## config.mk

```make
export PLATFORM = sky130hd
export DESIGN_NAME = tl_ram_ctrl
export DESIGN_NICKNAME = d
export VERILOG_FILES = /design/src/rtl/tl_ram_ctrl.sv
export SDC_FILE = /design/constraint.sdc
export NUM_CORES = 1
export LEC_CHECK = 0
export CAP_MARGIN = 20
export CORE_AREA = 5 5 147 149
export CTS_CLUSTER_SIZE = 25
export DETAILED_ROUTE_END_ITERATION = 8
export DIE_AREA = 0 0 152 154
export MAX_ROUTING_LAYER = met4
export PLACE_DENSITY = 0.74
export SLEW_MARGIN = 20
export SYNTH_ARGS = -nofsm -noshare
export SYNTH_HDL_FRONTEND = slang
export SYNTH_SLANG_ARGS = --single-unit
```

## constraint.sdc

```tcl
create_clock -name clk -period 5.4 [get_ports clk]
set_input_delay 1.08 -clock clk [delete_from_list [all_inputs] [get_ports clk]]
set_output_delay 1.08 -clock clk [all_outputs]
set_load 0.005 [all_outputs]
```

## src/rtl/tl_ram_ctrl.sv

```systemverilog
// tl_ram_ctrl: TileLink-UL slave sitting in front of a byte-addressed RAM that
// has no byte enables. Handles Get, PutFullData and PutPartialData, one request
// at a time, and answers with AccessAck / AccessAckData (d_denied on illegal
// requests).
// Optional feature macro: TL_RAM_RMW_EN
//   defined   -> sub-word / masked Puts are done as read-modify-write.
//   undefined -> any Put other than a full 64-bit, all-lanes write is denied.
module tl_ram_ctrl #(
  parameter int unsigned MEM_BYTES = 1024,
  parameter int unsigned SRC_W     = 4
) (
  input  logic             clk,
  input  logic             rst_n,
  // channel A
  input  logic             a_valid,
  output logic             a_ready,
  input  logic [2:0]       a_opcode,
  input  logic [2:0]       a_size,
  input  logic [SRC_W-1:0] a_source,
  input  logic [31:0]      a_address,
  input  logic [7:0]       a_mask,
  input  logic [63:0]      a_data,
  // channel D
  output logic             d_valid,
  input  logic             d_ready,
  output logic [2:0]       d_opcode,
  output logic [2:0]       d_size,
  output logic [SRC_W-1:0] d_source,
  output logic             d_denied,
  output logic [63:0]      d_data,
  // RAM ports
  output logic             ram_wen,
  output logic [31:0]      ram_waddr,
  output logic [63:0]      ram_wdata,
  output logic             ram_ren,
  output logic [31:0]      ram_raddr,
  input  logic [63:0]      ram_rdata
);

  localparam logic [2:0] OP_PUT_FULL = 3'd0;
  localparam logic [2:0] OP_PUT_PART = 3'd1;
  localparam logic [2:0] OP_GET      = 3'd4;
  localparam logic [2:0] D_ACK       = 3'd0;
  localparam logic [2:0] D_ACK_DATA  = 3'd1;

  typedef enum logic [2:0] {
    IDLE    = 3'd0,
    RD_REQ  = 3'd1,
    RD_WAIT = 3'd2,
    WR      = 3'd3,
    RESP    = 3'd4
  } state_e;

  state_e             state_q, state_d;
  logic               d_valid_q, d_valid_d;
  logic               d_denied_q, d_denied_d;
  logic [2:0]         d_opcode_q, d_opcode_d;
  logic [2:0]         d_size_q, d_size_d;
  logic [SRC_W-1:0]   d_source_q, d_source_d;
  logic [63:0]        d_data_q, d_data_d;
  logic               ram_wen_q, ram_wen_d;
  logic               ram_ren_q, ram_ren_d;
  logic [31:0]        ram_addr_q, ram_addr_d;
  logic [63:0]        ram_wdata_q, ram_wdata_d;

`ifdef TL_RAM_RMW_EN
  logic [7:0]         mask_q, mask_d;
  logic [63:0]        data_q, data_d;
  logic [63:0]        merged_c;
`endif

  logic               misalign_c;
  logic               legal_op_c;
  logic               is_get_c;
  logic               is_full_c;
  logic               denied_c;

  // Alignment of the byte address to the transfer size
  always_comb begin
    misalign_c = 1'b0;
    case (a_size)
      3'd1:    misalign_c = a_address[0];
      3'd2:    misalign_c = |a_address[1:0];
      3'd3:    misalign_c = |a_address[2:0];
      default: misalign_c = 1'b0;
    endcase
  end

  // Request classification and legality
  always_comb begin
    legal_op_c = (a_opcode == OP_PUT_FULL) || (a_opcode == OP_PUT_PART) ||
                 (a_opcode == OP_GET);
    is_get_c   = (a_opcode == OP_GET);
    is_full_c  = (a_opcode == OP_PUT_FULL) && (a_size == 3'd3) && (a_mask == 8'hFF);
    denied_c   = !legal_op_c || (a_size > 3'd3) || misalign_c ||
                 (a_address >= 32'(MEM_BYTES));
`ifndef TL_RAM_RMW_EN
    // Without RMW the RAM can only take whole-word writes
    if (!is_get_c && !is_full_c) denied_c = 1'b1;
`endif
  end

`ifdef TL_RAM_RMW_EN
  // Lane merge of latched write data over the old RAM word
  always_comb begin
    merged_c = ram_rdata;
    for (int i = 0; i < 8; i++) begin
      if (mask_q[i]) merged_c[8*i +: 8] = data_q[8*i +: 8];
    end
  end
`endif

  // Next-state and registered-output logic
  always_comb begin
    state_d     = state_q;
    d_valid_d   = d_valid_q;
    d_denied_d  = d_denied_q;
    d_opcode_d  = d_opcode_q;
    d_size_d    = d_size_q;
    d_source_d  = d_source_q;
    d_data_d    = d_data_q;
    ram_wen_d   = 1'b0;
    ram_ren_d   = 1'b0;
    ram_addr_d  = ram_addr_q;
    ram_wdata_d = ram_wdata_q;
`ifdef TL_RAM_RMW_EN
    mask_d      = mask_q;
    data_d      = data_q;
`endif

    case (state_q)
      IDLE: begin
        if (a_valid) begin
          d_opcode_d = is_get_c ? D_ACK_DATA : D_ACK;
          d_size_d   = a_size;
          d_source_d = a_source;
          d_data_d   = 64'd0;
          d_denied_d = 1'b0;
`ifdef TL_RAM_RMW_EN
          mask_d     = a_mask;
          data_d     = a_data;
`endif
          if (denied_c) begin
            d_denied_d = 1'b1;
            d_valid_d  = 1'b1;
            state_d    = RESP;
          end else if (is_full_c) begin
            ram_addr_d  = {a_address[31:3], 3'b000};
            ram_wdata_d = a_data;
            ram_wen_d   = 1'b1;
            state_d     = WR;
          end else begin
            ram_addr_d = {a_address[31:3], 3'b000};
            ram_ren_d  = 1'b1;
            state_d    = RD_REQ;
          end
        end
      end

      RD_REQ: state_d = RD_WAIT;

      RD_WAIT: begin
`ifdef TL_RAM_RMW_EN
        if (d_opcode_q == D_ACK_DATA) begin
          d_data_d  = ram_rdata;
          d_valid_d = 1'b1;
          state_d   = RESP;
        end else begin
          ram_wdata_d = merged_c;
          ram_wen_d   = 1'b1;
          state_d     = WR;
        end
`else
        d_data_d  = ram_rdata;
        d_valid_d = 1'b1;
        state_d   = RESP;
`endif
      end

      WR: begin
        d_valid_d = 1'b1;
        state_d   = RESP;
      end

      RESP: begin
        if (d_ready) begin
          d_valid_d = 1'b0;
          state_d   = IDLE;
        end
      end

      default: state_d = IDLE;
    endcase
  end

  // State and output registers
  always_ff @(posedge clk or negedge rst_n) begin
    if (!rst_n) begin
      state_q     <= IDLE;
      d_valid_q   <= 1'b0;
      d_denied_q  <= 1'b0;
      d_opcode_q  <= 3'd0;
      d_size_q    <= 3'd0;
      d_source_q  <= '0;
      d_data_q    <= 64'd0;
      ram_wen_q   <= 1'b0;
      ram_ren_q   <= 1'b0;
      ram_addr_q  <= 32'd0;
      ram_wdata_q <= 64'd0;
`ifdef TL_RAM_RMW_EN
      mask_q      <= 8'd0;
      data_q      <= 64'd0;
`endif
    end else begin
      state_q     <= state_d;
      d_valid_q   <= d_valid_d;
      d_denied_q  <= d_denied_d;
      d_opcode_q  <= d_opcode_d;
      d_size_q    <= d_size_d;
      d_source_q  <= d_source_d;
      d_data_q    <= d_data_d;
      ram_wen_q   <= ram_wen_d;
      ram_ren_q   <= ram_ren_d;
      ram_addr_q  <= ram_addr_d;
      ram_wdata_q <= ram_wdata_d;
`ifdef TL_RAM_RMW_EN
      mask_q      <= mask_d;
      data_q      <= data_d;
`endif
    end
  end

  assign a_ready   = (state_q == IDLE);
  assign d_valid   = d_valid_q;
  assign d_denied  = d_denied_q;
  assign d_opcode  = d_opcode_q;
  assign d_size    = d_size_q;
  assign d_source  = d_source_q;
  assign d_data    = d_data_q;
  assign ram_wen   = ram_wen_q;
  assign ram_ren   = ram_ren_q;
  assign ram_waddr = ram_addr_q;
  assign ram_raddr = ram_addr_q;
  assign ram_wdata = ram_wdata_q;

endmodule
```

==> results.txt, run 1 <==
- The run finished with clean final reports.
* Setup violation total in the final timing report: 0
- Critical path arrival: 3930 ps
* Setup TNS after final layout: 0 ps
- IO buf count: 380
* Most used flip-flop cell after synthesis: sky130_fd_sc_hd__dfrtp_1
- Detailed routing inserted a total of 5026 vias.
* Antenna violations before repair: 0
- In this run, synthesis inferred 0 flip-flops with an integrated enable.
- 0 antenna diodes ended up in the layout.
* Post-cts resize count: 0
- Delay of the slowest critical-path stage: 680 ps
* Count of endpoints failing hold in the final timing report: 0
- The die is 154 um tall.
- Counting stages on the worst path, the most repeated cell is sky130_fd_sc_hd__buf_4.
- Final Cycle Share: 0.675
- Of the cells placed in the final design, the portion with a size suffix greater than 1 is 0.156.
* Gpl congestion: 0.791
- The initial utilization of the core area, before any placement, comes to 0.346.
* TritonCTS clock tree: built
* Placed wire-length estimate: 15.7 mm
* Gate count of the mapped netlist: 454
- The die is 152 um wide.
- In the global route stage, overall resource usage came out at 0.178.
- Counting every sink on the clock net gives 172.
- Hold buffer count at cts: 0
- Total number of placement rows: 52
- Post-layout total power: 2.76 mW
* Proportion of netlist area held by the largest area contributor: 0.621
* Post-synthesis sequential area ratio: 0.621
- Synth area leaders: sky130_fd_sc_hd__dfrtp_1 62%, sky130_fd_sc_hd__mux2_4 13%, sky130_fd_sc_hd__a22o_1 8.1%
* Synthesized area: 6930 um2
- After floorplanning, the core was sized to cover 20000 um2.
- For this design, the slowest cell found on the critical path is sky130_fd_sc_hd__buf_4.
* Crit start category: input port
* Postcts setup bufs: 0
* I/O pin count: 389
- CP Cell Sequence: clkdlybuf4s50_1 -> nor4b_1 -> and4_2 -> nor4_2 -> nand4b_1 -> buf_4 -> buf_4 -> mux2_2
- The via count of the first global-routing pass came to 5452.
- Minimum clock period after layout: 3640 ps
- Post-synthesis register bit count: 172
- 1st-iter DRT viols: 167
- Compared with the post-synthesis result, the final layout area differs by 63.1%.
- The floorplan step defined a die boundary enclosing 23400 um2.
- Biggest area consumer among synthesized cells: sky130_fd_sc_hd__dfrtp_1
* Post-detailed-route wirelength per cell: 18.9 um
* Number of distinct standard cells referenced by the synthesized netlist: 37
- Final number of max-transition violations: 0
- First-pass GRT wire length: 32.1 mm
- A synthesized cell averages 15.3 um2.
- Critical-path maximum fanout: 44
- H-Tree Depth: 4
* Total congestion overflow after global routing: 0
* Worst slew margin: 0.488
- Number of nets with antenna violations after routing: 0
- Type of destination of the critical path: register
- At the later pin of the worst-skew pair, clock insertion delay measures 410 ps.
- Highest clock frequency the design can meet: 275 MHz
- In this run the power density over the cells is 244 nW/um2.
* Setup repair after global routing missed its margin: false
- Worst-case clock skew: 7.92 ps
* Post-layout nets: 989
* Max-cap violation count: 0
- The tree is rooted in a sky130_fd_sc_hd__clkbuf_16.
- Most frequent cell after synthesis: sky130_fd_sc_hd__dfrtp_1
* Routed via count divided by cell count: 4.61
- For this run, design rule violations remaining after detail routing come to 0.
- Worst Hold Class: register to register
- VDD sags by at most 0.176 mV.
- The clock passes through at most 2 buffers.
* Static Leak: 5.18 nW
- Detailed-router iteration count before antenna repair: 4
* Maximum number of pins on one net before global-route repair: 95
- Actual slew at the worst max-slew pin: 768 ps
- During synthesis, Yosys emitted a total of 0 warnings.
- The worst setup path is of the input port to register kind.
- Counting instances in the post-synthesis netlist gives the leading cell types as 172 x sky130_fd_sc_hd__dfrtp_1, 64 x sky130_fd_sc_hd__a22o_1, 60 x sky130_fd_sc_hd__mux2_4, 37 x sky130_fd_sc_hd__buf_4, 23 x sky130_fd_sc_hd__and2_1.
- Buffers inserted during clock tree synthesis total 17.
* Async set or reset register ratio after synthesis: 1.00
- The final layout contains routed wiring with a total length of 20.6 mm.
* Required time at the endpoint of the critical path: 5690 ps
* Number of inserted filler cells in the final layout: 1714
- Clock-pin slew was measured on the worst setup and hold paths at 60 ps.
-- power breakdown --
| part | switching [mW] | leakage [nW] | internal, mW |
|---|---|---|---|
| Clock | 0.538 | 0.272 | 0.649 |
| Combinational | 0.0899 | 2.53 | 0.167 |
| Sequential | 0.0103 | 2.38 | 1.30 |
| Total | 0.638 | 5.18 | 2.12 |
-- placed cells by master (no fill, tap or decap), types with 2 or more instances in the layout --
| cell type | count |
|---|---|
| sky130_fd_sc_hd__clkbuf_1 | 2 |
| sky130_fd_sc_hd__mux2_2 | 18 |
| sky130_fd_sc_hd__nand2_1 | 4 |
| sky130_fd_sc_hd__and2_1 | 23 |
| sky130_fd_sc_hd__dfrtp_1 | 172 |
| sky130_fd_sc_hd__nand4_1 | 3 |
| sky130_fd_sc_hd__inv_1 | 3 |
| sky130_fd_sc_hd__inv_6 | 3 |
| sky130_fd_sc_hd__clkbuf_16 | 17 |
| sky130_fd_sc_hd__nor4_2 | 2 |
| sky130_fd_sc_hd__clkinvlp_4 | 2 |
| sky130_fd_sc_hd__buf_4 | 6 |
| sky130_fd_sc_hd__mux2_4 | 60 |
| sky130_fd_sc_hd__clkdlybuf4s50_1 | 379 |
| sky130_fd_sc_hd__nor3_1 | 3 |
| sky130_fd_sc_hd__nand4b_1 | 2 |
| sky130_fd_sc_hd__nor2_4 | 2 |
| sky130_fd_sc_hd__a22o_1 | 64 |
| sky130_fd_sc_hd__clkinv_4 | 4 |
| sky130_fd_sc_hd__nand3b_1 | 3 |
| sky130_fd_sc_hd__inv_8 | 2 |
| sky130_fd_sc_hd__nor4_1 | 6 |
| sky130_fd_sc_hd__conb_1 | 8 |
| sky130_fd_sc_hd__nor2_1 | 9 |
-- per-stage QoR --
| stage | utilization | cells | hold slack, ps | cell area [um2] | worst slack, ps |
|---|---|---|---|---|---|
| after global placement | 0.535 | 1057 | 482 | 10700 | 1470 |
| after floorplan | - | 461 | 490 | 6960 | 2670 |
| after CTS | 0.564 | 1090 | 504 | 11300 | 1770 |
| after detailed placement | 0.536 | 1058 | 480 | 10700 | 1340 |
| final | 0.564 | 1090 | 499 | 11300 | 1760 |
| after global routing | 0.564 | 1090 | 514 | 11300 | 1620 |
-- state kept, by name, indices dropped and copies added, names as in the netlist --
register   flops
d_size         3
ram_ren        1
ram_wdata     64
d_denied       1
d_opcode       1
d_data        64
state_q        3
d_source       4
ram_wen        1
d_valid        1
ram_raddr     29
-- final cells by class --
type	count	area, um2	area share
sequential	172	4300	0.381
multi-input combinational	225	2190	0.194
timing repair buffer	388	3900	0.345
clock inverter	13	134	0.0118
inverter	3	11.3	0.000996
tap	270	338	0.0299
clock buffer	19	433	0.0383
-- cells by family after synthesis --
family,share of synthesized area
AO/OA/AOI/OAI,0.0879
buffers and inverters,0.0700
flip-flops,0.621
multiplexers,0.159
other,0.000541
AND/OR/NAND/NOR,0.0617
-- worst paths after layout --
check | slack (ps) | startpoint | endpoint | depth (start not counted)
min in group asynchronous | 670 | rst_n | ram_wdata[54] | 1
hold reg to reg | 500 | d_data[8] | d_data[8] | 1
setup / recovery | 1760 | a_address[7] | ram_wdata[17] | 8
max in group asynchronous | 3740 | rst_n | d_data[2] | 2
hold / removal | 500 | d_data[8] | d_data[8] | 1
setup reg to reg | 2820 | state_q[0] | ram_wdata[17] | 7
-- metal layers --
layer,global-route usage,vias to the layer above,wire (um)
met1,0.211,2472,8400
met5,-,-,0
met3,0.0551,30,1540
met2,0.291,234,10200
li1,-,2290,-
met4,0.0574,0,463
-- worst max-delay path: cells and delay by family --
family / cells / cell delay [ps]
simple gates: 4 / 890
buf+inv: 3 / 1480
mux: 1 / 410
Power figures use the tool's default switching activity.
==> inputs of run 2 (changes only) <==
- CORE_AREA: 5 5 147 149 -> 5 5 169 130
- DIE_AREA: 0 0 152 154 -> 0 0 174 135
- PLACE_DENSITY: 0.74 -> 0.76
- clock period: 5.4 -> 3.29 ns (I/O delays scaled with it)
==> run 2 against run 1 <==
Net effect:
- cell count fell by 1.1%
- flip-flop and latch count unchanged
- first-iteration DRC count increased by 68%
- power rose by 70%
- clock skew grew 0.78 ps
- critical endpoint is now ram_wdata[28]
==> results.txt, run 2 (synthesis results as in run 1) <==
* First-pass GRT wire length: 31.1 mm
* Family with the most delay on the worst path: simple AND/OR/NAND/NOR gates
- In this run the standard cell core region covers 20000 um2.
* Layout overhead on the synthesized area: 63.6%
* Minimum clock period after layout: 2700 ps
- Clock network latency to the later pin of the worst-skew pair: 420 ps
* Final Cycle Share: 0.821
- The initialized floorplan defines 45 standard-cell rows.
- Actual slew at the worst max-slew pin: 994 ps
- STA puts the critical path data arrival time at 3010 ps.
- Outcome: finished, final reports clean
* Area after detailed placement: 10700 um2
* Cell area after layout: 11300 um2
- Remaining DRCs: 0
* Via total after detailed routing: 5013
* Required time at the endpoint of the critical path: 3590 ps
- The analysis attributes to cell leakage a power of 5.21 nW.
* N_diodes: 0
* Post-cts resize count: 0
- Number of nets with antenna violations after routing: 0
- Library cell contributing the largest single delay on the critical path: sky130_fd_sc_hd__nor4_2
* Count of endpoints failing hold in the final timing report: 0
- Detailed-router iteration count before antenna repair: 4
- TritonCTS clock tree: built
- Routed via count divided by cell count: 4.65
- Worst Hold Class: input port to asynchronous set/reset pin
- The die is 135 um tall.
- Critical-path maximum fanout: 64
- In the final layout, the share of cells above drive strength 1 is 0.159.
- Crit path kind: input port to register
* Max-cap violation count: 0
- The number of slew-limit violations in the final report is 0.
- Type of destination of the critical path: register
* DRT Wirelength: 20.8 mm
- Summed over all layers, the global routing overflow is 0.
- Antenna violations before repair: 0
* Post-detailed-route wirelength per cell: 19.3 um
* Number of global-route vias before repair: 5378
- Clock slew at the register clock pins of the worst setup and hold paths: 70 ps
- Initial core utilization: 0.346
- Entering global routing, the biggest net connects 98 pins.
- In the layout the commonest cells are 379 x sky130_fd_sc_hd__clkdlybuf4s50_1, 172 x sky130_fd_sc_hd__dfrtp_1, 64 x sky130_fd_sc_hd__a22o_1, 60 x sky130_fd_sc_hd__mux2_4, 23 x sky130_fd_sc_hd__and2_1.
* Postcts setup bufs: 0
* Setup TNS after final layout: 0 ps
* Setup repair after global routing missed its margin: false
- H-Tree Depth: 4
- Measured against its own limit, the worst slew margin works out to 0.336.
- Number of inserted filler cells in the final layout: 1647
- Worst-case clock skew: 8.70 ps
- In the global route stage, overall resource usage came out at 0.175.
* Placed wire-length estimate: 15.7 mm
- The design draws 4.69 mW.
- Maximum root-to-sink buffer count: 2
- Cell area power density: 413 nW/um2
- Post-layout nets: 989
- The tree is rooted in a sky130_fd_sc_hd__clkbuf_16.
- Number of clock buffers inserted by TritonCTS: 17
- Number of clock sinks: 172
- 1st-iter DRT viols: 281
- I/O pin count: 389
- Hold buffer count at cts: 0
* Buffer and inverter count on the worst path: 2
- Commonest non-fill, non-tap cell in the layout: sky130_fd_sc_hd__clkdlybuf4s50_1
* Delay of the slowest critical-path stage: 420 ps
* Die Width: 174 um
* Max rail drop VDD: 0.281 mV
* Floorplan die area: 23500 um2
- The worst setup path is launched from an input port.
- IO buf count: 380
- Timing would allow up to 370 MHz.
* Gpl congestion: 0.906
* Setup violation total in the final timing report: 0
* CP Cell Sequence: clkdlybuf4s50_1 -> nor4_1 -> nand4_1 -> nor4_2 -> nand4b_1 -> buf_12 -> mux2_4
[run 2: power by group]
part	switching, mW	total, mW	internal (mW)
Combinational	0.150	0.420	0.270
Sequential	0.0154	2.15	2.14
Clock	0.949	2.12	1.17
[run 2: cell type report]
cell class                 count  area (um2)  area share
sequential                   172        4300       0.379
clock buffer                  17         425      0.0375
timing repair buffer         388        3890       0.343
tap                          258         323      0.0285
multi-input combinational    225        2190       0.193
clock inverter                15         200      0.0176
inverter                       3        11.3    0.000993
[run 2: final timing paths]
path / start / end / slack (ps) / depth (start not counted)
worst max-delay path: a_address[29] / ram_wdata[28] / 590 / 7
worst min-delay path: rst_n / d_data[60] / 80 / 1
worst max register to register: state_q[0] / ram_wdata[28] / 1000 / 5
worst min register to register: d_data[35] / d_data[35] / 500 / 1
max in group asynchronous: rst_n / ram_wdata[43] / 2280 / 2
min in group clk: d_data[35] / d_data[35] / 500 / 1
[run 2: layer usage]
metal  up-vias  global-route usage  routed length (um)
met5         -                   -                   0
met3        19              0.0610                1620
li1       2292                   -                   -
met4         0              0.0409                 243
met2       238               0.266                9730
met1      2464               0.229                9170
[run 2: per-stage QoR]
stage / util / hold WS (ps) / instances / worst slack (ps)
after floorplan: - / 362 / 461 / 982
after global placement: 0.535 / 480 / 1046 / 238
after detailed placement: 0.535 / 481 / 1046 / 230
after CTS: 0.566 / 64.9 / 1078 / 682
after global routing: 0.566 / 74.6 / 1078 / 514
final: 0.566 / 76.7 / 1078 / 588
